## src/rtl/player_input_encoder.sv

```systemverilog
// Per-player key front end: 2-FF sync, per-key debounce, UP>DOWN>LEFT>RIGHT resolution,
// typematic auto-repeat FSM and one-cycle in_valid_o strobes with bomb merging.
// Ports: clk/rst (async active-high), i_enable, five raw keys in; direction_o, bomb_o, in_valid_o out.
module player_input_encoder #(
  parameter int DEBOUNCE_CYCLES = 50000,
  parameter int FIRST_DELAY     = 12500000,
  parameter int REPEAT_CYCLES   = 5000000
) (
  input  logic       clk,
  input  logic       rst,
  input  logic       i_enable,
  input  logic       i_key_up,
  input  logic       i_key_down,
  input  logic       i_key_left,
  input  logic       i_key_right,
  input  logic       i_key_bomb,
  output logic [2:0] direction_o,
  output logic       bomb_o,
  output logic       in_valid_o
);

  localparam int MAX_A = (DEBOUNCE_CYCLES > FIRST_DELAY) ? DEBOUNCE_CYCLES : FIRST_DELAY;
  localparam int MAX_P = (MAX_A > REPEAT_CYCLES) ? MAX_A : REPEAT_CYCLES;
  localparam int TW    = $clog2(MAX_P);
  localparam int DW    = $clog2(DEBOUNCE_CYCLES + 1);

  // Timer is loaded with N-1 and an expiry is seen when it reads 0, so the
  // next pulse lands exactly N cycles after the one that loaded it.
  localparam logic [TW-1:0] FIRST_LOAD  = TW'(FIRST_DELAY - 1);
  localparam logic [TW-1:0] REPEAT_LOAD = TW'(REPEAT_CYCLES - 1);
  localparam logic [DW-1:0] DB_LAST     = DW'(DEBOUNCE_CYCLES - 1);

  localparam logic [2:0] DIR_UP    = 3'd0;
  localparam logic [2:0] DIR_DOWN  = 3'd1;
  localparam logic [2:0] DIR_LEFT  = 3'd2;
  localparam logic [2:0] DIR_RIGHT = 3'd3;
  localparam logic [2:0] DIR_STOP  = 3'd4;

  typedef enum logic [1:0] {ST_IDLE, ST_FIRST, ST_REPEAT} state_t;

  // Key vector order: up, down, left, right, bomb (bit 0..4).
  logic [4:0]    raw;
  logic [4:0]    sync1_q, sync1_d, sync2_q, sync2_d, deb_q, deb_d;
  logic [DW-1:0] cnt_q [5];
  logic [DW-1:0] cnt_d [5];
  logic          bomb_prev_q, bomb_prev_d;

  state_t        state_q, state_d;
  logic [TW-1:0] timer_q, timer_d;
  logic [2:0]    cur_dir_q, cur_dir_d;
  logic          pend_q, pend_d, pend_bomb_q, pend_bomb_d;
  logic [2:0]    dir_out_q, dir_out_d;
  logic          bomb_out_q, bomb_out_d, valid_q, valid_d;

  logic          act_vld;
  logic [2:0]    act_dir;
  logic          bomb_rise;
  logic          dir_evt;
  logic          evt;
  logic          bomb_now;

  assign raw = {i_key_bomb, i_key_right, i_key_left, i_key_down, i_key_up};

  // ---------------- synchronizers and debouncers ----------------
  always_comb begin
    sync1_d     = raw;
    sync2_d     = sync1_q;
    deb_d       = deb_q;
    bomb_prev_d = deb_q[4];
    for (int k = 0; k < 5; k++) begin
      cnt_d[k] = '0;
      if (sync2_q[k] != deb_q[k]) begin
        if (cnt_q[k] == DB_LAST) begin
          deb_d[k] = sync2_q[k];
        end else begin
          cnt_d[k] = cnt_q[k] + DW'(1);
        end
      end
    end
  end

  always_ff @(posedge clk or posedge rst) begin
    if (rst) begin
      sync1_q     <= '0;
      sync2_q     <= '0;
      deb_q       <= '0;
      bomb_prev_q <= 1'b0;
      for (int k = 0; k < 5; k++) cnt_q[k] <= '0;
    end else begin
      sync1_q     <= sync1_d;
      sync2_q     <= sync2_d;
      deb_q       <= deb_d;
      bomb_prev_q <= bomb_prev_d;
      for (int k = 0; k < 5; k++) cnt_q[k] <= cnt_d[k];
    end
  end

  // ---------------- direction priority ----------------
  always_comb begin
    act_vld = 1'b1;
    act_dir = DIR_STOP;
    if (deb_q[0])      act_dir = DIR_UP;
    else if (deb_q[1]) act_dir = DIR_DOWN;
    else if (deb_q[2]) act_dir = DIR_LEFT;
    else if (deb_q[3]) act_dir = DIR_RIGHT;
    else               act_vld = 1'b0;
  end

  // bomb_prev tracks even while disabled, so a bomb still held at re-enable is no edge.
  assign bomb_rise = deb_q[4] & ~bomb_prev_q;

  // ---------------- FSM: state register ----------------
  always_ff @(posedge clk or posedge rst) begin
    if (rst) begin
      state_q     <= ST_IDLE;
      timer_q     <= '0;
      cur_dir_q   <= DIR_STOP;
      pend_q      <= 1'b0;
      pend_bomb_q <= 1'b0;
      dir_out_q   <= DIR_STOP;
      bomb_out_q  <= 1'b0;
      valid_q     <= 1'b0;
    end else begin
      state_q     <= state_d;
      timer_q     <= timer_d;
      cur_dir_q   <= cur_dir_d;
      pend_q      <= pend_d;
      pend_bomb_q <= pend_bomb_d;
      dir_out_q   <= dir_out_d;
      bomb_out_q  <= bomb_out_d;
      valid_q     <= valid_d;
    end
  end

  // ---------------- FSM: next state ----------------
  always_comb begin
    state_d   = state_q;
    timer_d   = timer_q;
    cur_dir_d = cur_dir_q;
    dir_evt   = 1'b0;
    if (!i_enable) begin
      state_d   = ST_IDLE;
      timer_d   = '0;
      cur_dir_d = DIR_STOP;
    end else begin
      case (state_q)
        ST_IDLE: begin
          if (act_vld) begin
            state_d   = ST_FIRST;
            timer_d   = FIRST_LOAD;
            cur_dir_d = act_dir;
            dir_evt   = 1'b1;
          end
        end
        ST_FIRST, ST_REPEAT: begin
          if (!act_vld) begin
            state_d   = ST_IDLE;
            timer_d   = '0;
            cur_dir_d = DIR_STOP;
          end else if (act_dir != cur_dir_q) begin
            state_d   = ST_FIRST;
            timer_d   = FIRST_LOAD;
            cur_dir_d = act_dir;
            dir_evt   = 1'b1;
          end else if (timer_q == '0) begin
            state_d   = ST_REPEAT;
            timer_d   = REPEAT_LOAD;
            dir_evt   = 1'b1;
          end else begin
            timer_d   = timer_q - TW'(1);
          end
        end
        default: begin
          state_d   = ST_IDLE;
          timer_d   = '0;
          cur_dir_d = DIR_STOP;
        end
      endcase
    end
  end

  // ---------------- FSM: outputs ----------------
  // Every source firing this cycle merges into one event; an event landing
  // right after a strobe is parked for one cycle to keep strobes apart.
  always_comb begin
    evt         = dir_evt | pend_q | bomb_rise;
    bomb_now    = bomb_rise | pend_bomb_q;
    valid_d     = 1'b0;
    pend_d      = 1'b0;
    pend_bomb_d = 1'b0;
    dir_out_d   = dir_out_q;
    bomb_out_d  = bomb_out_q;
    if (!i_enable) begin
      dir_out_d  = DIR_STOP;
      bomb_out_d = 1'b0;
    end else if (evt) begin
      if (valid_q) begin
        pend_d      = 1'b1;
        pend_bomb_d = bomb_now;
      end else begin
        valid_d    = 1'b1;
        dir_out_d  = act_dir;
        bomb_out_d = bomb_now;
      end
    end
  end

  assign direction_o = dir_out_q;
  assign bomb_o      = bomb_out_q;
  assign in_valid_o  = valid_q;

endmodule
```

## config.mk

```make
export PLATFORM = sky130hd
export DESIGN_NAME = player_input_encoder
export DESIGN_NICKNAME = d
export VERILOG_FILES = /design/src/rtl/player_input_encoder.sv
export SDC_FILE = /design/constraint.sdc
export NUM_CORES = 1
export LEC_CHECK = 0
export BUFFER_PORTS_ARGS = -buffer_cell sky130_fd_sc_hd__buf_4
export CORE_MARGIN = 10
export CORE_UTILIZATION = 50
export DETAILED_ROUTE_END_ITERATION = 10
export PLACE_DENSITY = 0.66
export SKIP_LAST_GASP = 1
export SLEW_MARGIN = 20
export SYNTH_ARGS = -nofsm -noshare
export SYNTH_HDL_FRONTEND = slang
export SYNTH_SLANG_ARGS = --single-unit
```

## constraint.sdc

```tcl
create_clock -name clk -period 4.9 [get_ports clk]
set_input_delay 0 -clock clk [delete_from_list [all_inputs] [get_ports clk]]
set_output_delay 0 -clock clk [all_outputs]
set_load 0.01 [all_outputs]
```

Word level (Yosys, flattened, before mapping)
Index checks and enable logic that the tools add are counted.
{"block": "op_classes", "n_eq_ne": 18, "muxes": 56, "reduce_logical": 11, "addsub": 6, "bitwise": 5}
{"cell": "$mux 16", "count": 10}
{"cell": "$mux 24", "count": 5}
{"cell": "$add 16x1->16 const B", "count": 5}
{"cell": "$eq 16x16->1 const B", "count": 5}
{"cell": "$pmux 24 s2", "count": 1}
{"cell": "$mux 3", "count": 11}
{"cell": "$logic_not 24->1", "count": 1}
{"cell": "$sub 24x1->24 const B", "count": 1}
{"cell": "$mux 1", "count": 21}
{"cell": "$reduce_and 2->1", "count": 8}
{"cell": "$mux 2", "count": 5}
{"cell": "$pmux 3 s2", "count": 1}
{"cell": "$ne 1x1->1", "count": 5}
{"cell": "$ne 5x5->1 const B", "count": 1}
{"cell": "$ne 4x4->1 const B", "count": 1}
{"cell": "$pmux 2 s2", "count": 1}
{"cell": "$ne 3x3->1", "count": 1}
{"cell": "$ne 3x3->1 const B", "count": 1}
{"cell": "$or 1x1->1", "count": 3}
{"cell": "$eq 2x1->1 const B", "count": 1}
{"cell": "$eq 2x2->1 const B", "count": 1}
{"cell": "$logic_not 2->1", "count": 1}
{"cell": "$ne 2x1->1 const B", "count": 1}
{"cell": "$ne 2x2->1 const B", "count": 1}
{"cell": "other kinds (4)", "count": 4}
{"block": "totals", "ff_bits": 132, "wordCells": 117, "in_bits": 8, "out_inout_bits": 5}

Logic depth before layout (Yosys ltp)
{"block": "logic_depth", "depth_word": 13, "depth_mapped": 9, "mapped_depth_nobuf": 8}

Worst setup path after synthesis
No wires, ideal clock.
{"block": "synth_path", "path_type": "reg-to-reg", "startpoint": "reg timer_q[10]", "endpoint": "reg state_q[0]", "path_stages_with_launch": 7, "path_slack_ps": 2362, "required_ps": 4775, "n_path_buf": 1, "arrival_time_ps": 2413, "synth_period_minus_slack_ps": 2538, "setup_time_ps": 125, "path_cell_list": "dfrtp_1 or4_4 or4_4 or2_1 buf_6 a41oi_1 mux2_2"}
{"block": "synth_via", "elab_chain_len": 3}
{"element": "from (decl)", "line": "49", "text": "logic [TW-1:0] timer_q, timer_d;"}
{"element": "from (signal assigned)", "line": "125", "text": "timer_q <= timer_d;"}
{"element": "$logic_not 24->1", "line": "165", "text": "end else if (timer_q == '0) begin"}
{"element": "$ne 5x5->1 (no source line)"}
{"element": "$reduce_and 2->1 (no source line)"}
{"element": "to (signal assigned)", "line": "124", "text": "state_q <= state_d;"}
{"element": "to (decl)", "line": "48", "text": "state_t state_q, state_d;"}
No other way between the ends.
A chain may end at the register's enable or synchronous reset.

Worst setup path in the final report
{"block": "layout_path", "startpoint": "reg deb_q[0]", "endpoint": "reg timer_q[21]"}
{"block": "layout_via", "elab_chain_len": 6, "word_cells_on_any_way": 8, "classes_between": "eq/ne: 2; mux: 6"}
{"element": "from (decl)", "line": "43", "text": "logic [4:0] sync1_q, sync1_d, sync2_q, sync2_d, deb_q, deb_d;"}
{"element": "from (signal assigned)", "line": "86", "text": "deb_q <= '0;"}
{"element": "from (signal assigned)", "line": "92", "text": "deb_q <= deb_d;"}
{"element": "$mux 3", "line": "102", "text": "if (deb_q[0]) act_dir = DIR_UP;"}
{"element": "$ne 3x3->1", "line": "160", "text": "end else if (act_dir != cur_dir_q) begin"}
{"element": "$mux 24", "line": "160"}
{"element": "$mux 24", "line": "156", "text": "if (!act_vld) begin"}
{"element": "$pmux 24 s2", "line": "146", "text": "case (state_q)"}
{"element": "$mux 24", "line": "141", "text": "if (!i_enable) begin"}
Parallel ways exist; a longest one is shown, timed or not.

==> out/summary.txt <==
All-Layer GR Usage -> 14.99%
synthesis-to-finish area growth -> 14.78%
Setup crit start kind -> flop
EDFF count, synth -> 0
Hold/Removal Path Class -> primary input to flop
Clock transition at path regs -> 0.06 ns
chip height -> 133.1 µm
H-tree depth -> 4
post-route minimum period -> 2.874 ns
kind of critical path -> flop to flop
DR WL/cell -> 14.37 µm
number of global-route vias before repair -> 4670
post-layout net count -> 705
most common flop cell mapped by yosys -> dfrtp_1
# port buffers -> 12
DIE AREA -> 17710 µm²
hold path endpoint -> sync1_q[4]$_DFF_PP0_
Setup crit end kind -> flop
Post-DP Area -> 6648 µm²
post-synth top area share -> 50.89%
clock skew -> 0.01113 ns
unrepaired setup endpoints after global routing -> no
power per cell area -> 380.8 nW/µm²
Synth Warn # -> 0
net count after synthesis -> 679
Placement Setup Slack -> 2.084 ns
DRC -> 0
worst flop-to-flop path endpoint -> timer_q[21]$_DFFE_PP0P_
post-CTS setup buffers -> 0
Yosys top cell by area -> dfrtp_1
Slew headroom -> 33.60%
Required @ worst endpoint -> 5.20 ns
Hold Fails Final Rpt -> 0
via count of the routed design -> 4754
CTS-repair resized insts -> 0
cts bufs inserted -> 17
Slowest-stage cell, CP -> nor4_2
hold path start -> i_key_bomb
WHS Path Cells -> 2
worst setup margin -> 2.026 ns
grt ovf -> 0
Post-Syn Instances -> 662
total power -> 2794 µW
Comb power frac -> 11.8%
worst slew pin tran -> 0.9884 ns
RR Startpoint -> deb_q[0]$_DFFE_PP0P_
reg-to-reg setup timing slack -> 2.03 ns
drt pass-1 iters -> 5
layout cell share with drive strength beyond 1 -> 9.415%
post-route cell area -> 7337 µm²
CTS root buf -> clkbuf_16
Net Sw Power -> 731.3 µW
Final Max Tran Viols -> 0
Ant. Diodes -> 0
cell count of the worst reg-to-reg path -> 6
# rows -> 41
Avg Inst Size Synth -> 9.656 µm²
internal power -> 2063 µW
clock buffer depth -> 2
Peak Freq -> 348.0 MHz
critical path cell sequence -> or4_1, and2_1, and3_1, nor4_2, o21ai_0, a22o_1
status -> finished clean
WP data arrival -> 3.18 ns
fin util -> 58.38%
DP HPWL -> 8.280 mm
Antenna Nets Post-Route -> 0
# IOs -> 13
switching share of power -> 26.17%
GP Congestion -> 0.8470
Sum Neg Setup Slack -> 0 ns
Crit Path Max Fanout -> 8
Synth Register Bits -> 132
final setup fails -> 0
Skew-Pair Late Insertion Delay -> 0.42 ns
share of power burned in registers -> 41.6%
Max-Cap Viols -> 0
Clk pwr share -> 46.6%
Leak -> 0.003313 µW
final WL -> 12.55 mm
vias per inst -> 5.446
Core ar. -> 12570 µm²
Hold Buf Count CTS -> 7
top post-synthesis cells by area -> dfrtp_1 51%, nor2_1 7.3%, xor2_1 5.6%
initial antenna violation count -> 0
CTS tree -> done
first-pass GRT wire length -> 21.96 mm
Initial Util -> 50.86%
initial detailed-routing violation count -> 494
clk sinks -> 132
register area share after synthesis -> 51.71%
Unique masters post-synth -> 50
share of synthesized registers carrying an async set or reset -> 100.0%
Mapped Area -> 6392 µm²
largest net degree at the start of global routing -> 87
VDD IR max -> 312.6 µV
Chip Width -> 133.1 µm
Final Cycle Share -> 58.65%
crit-path max cell delay -> 0.65 ns
cell type report:
class	count	area, µm²
fill	1071	5231
sequential	132	3306
multi-input combinational	500	2959
clock buffer	18	439.2
tap	172	215.2
clock inverter	14	177.7
timing repair buffer	21	175.2
inverter	16	65.06
layout by cell type (no fill, tap or decap), drive strengths merged, types with 3 or more instances in the layout:
cell type / synthesis / layout
or4: 7 / 7
dfrtp: 130 / 130
ha: 9 / 9
clkinvlp: 0 / 3
nand3: 30 / 30
nand2b: 3 / 3
buf: 2 / 14
nor4b: 5 / 5
and3: 25 / 25
nor2: 125 / 125
xor2: 41 / 41
clkinv: 0 / 5
nand2: 61 / 61
clkbuf: 12 / 18
a31oi: 6 / 6
nor2b: 3 / 3
nor3: 21 / 21
a21oi: 11 / 11
xnor2: 34 / 34
nand4: 18 / 18
inv: 16 / 19
mux2: 9 / 9
o31ai: 3 / 3
o21ai: 33 / 33
a21o: 4 / 4
dlygate4sd3: 0 / 7
or2: 3 / 3
bufinv: 0 / 3
nor4: 10 / 10
a22o: 8 / 8
or3: 6 / 6
o41ai: 3 / 3
power by group through the flow:
stage / registers [µW] / clock network (µW) / logic (µW)
2_1_floorplan: 1170 / 0 / 263
3_3_place_gp: 1180 / 0 / 318
3_5_place_dp: 1180 / 0 / 323
4_1_cts: 1160 / 1330 / 327
5_1_grt: 1170 / 1380 / 371
6_report: 1160 / 1300 / 330
worst max-delay path, delay by kind of cell, from the launching register on:
kind,cells,cell delay [ns]
and+or+nand+nor,4,1.76
DFF,1,0.45
AOI/OAI and AO/OA,2,0.54
per-stage QoR:
step | hold WS [ns] | cells
floorplan | 0.03143 | 662
global placement | 0.1102 | 834
detailed placement | 0.1117 | 834
CTS | 0.2153 | 873
global route | 0.2336 | 873
finish | 0.2361 | 873
kinds of logic (layout without fill, tap and decap cells):
kind of cell | count (synthesis) | after routing | synth area share (%)
and+or+nand+nor | 324 | 324 | 24.25
DFF | 132 | 132 | 51.71
AOI/OAI and AO/OA | 81 | 81 | 8.104
xor gates and xnor gates | 75 | 75 | 10.28
buffers and inverters | 30 | 69 | 1.996
muxes | 11 | 11 | 1.899
adders and majority gates | 9 | 9 | 1.762
cell usage after synthesis (11+ instances only):
| cell | count |
|---|---|
| xnor2_1 | 34 |
| nor3_1 | 21 |
| dfrtp_1 | 130 |
| xor2_1 | 41 |
| nand4_1 | 18 |
| inv_1 | 16 |
| o21ai_0 | 32 |
| nor2_1 | 125 |
| nand2_1 | 61 |
| a21oi_1 | 11 |
| nand3_1 | 30 |
| and3_1 | 25 |
| clkbuf_1 | 12 |
metal layers:
| layer | share of wire (%) | global-route usage, % |
|---|---|---|
| met1 | 49 | 19.43 |
| met2 | 46 | 23.16 |
| met3 | 4.5 | 4.428 |
| met4 | 1.1 | 5.623 |
| met5 | 0 | 0 |
worst max path at each step:
stage / from / endpoint / slack, ns / cells after the start
after floorplan: rst / bomb_o$_DFFE_PP0P_ / 1.38 / 1
after global placement: timer_q[10]$_DFFE_PP0P_ / state_q[0]$_DFFE_PP0P_ / 2.13 / 5
after detailed placement: deb_q[0]$_DFFE_PP0P_ / timer_q[21]$_DFFE_PP0P_ / 2.08 / 6
after CTS: timer_q[10]$_DFFE_PP0P_ / state_q[0]$_DFFE_PP0P_ / 2.07 / 5
after global routing: deb_q[0]$_DFFE_PP0P_ / timer_q[21]$_DFFE_PP0P_ / 1.81 / 6
final: deb_q[0]$_DFFE_PP0P_ / timer_q[21]$_DFFE_PP0P_ / 2.03 / 6
sequential cells by signal (all words and copies together) (netlist names), 2 cells and up:
signal	flops
cnt_q	80
cur_dir_q	3
deb_q	5
direction_o	3
state_q	2
sync1_q	5
sync2_q	5
timer_q	24
Power figures use the tool's default switching activity.
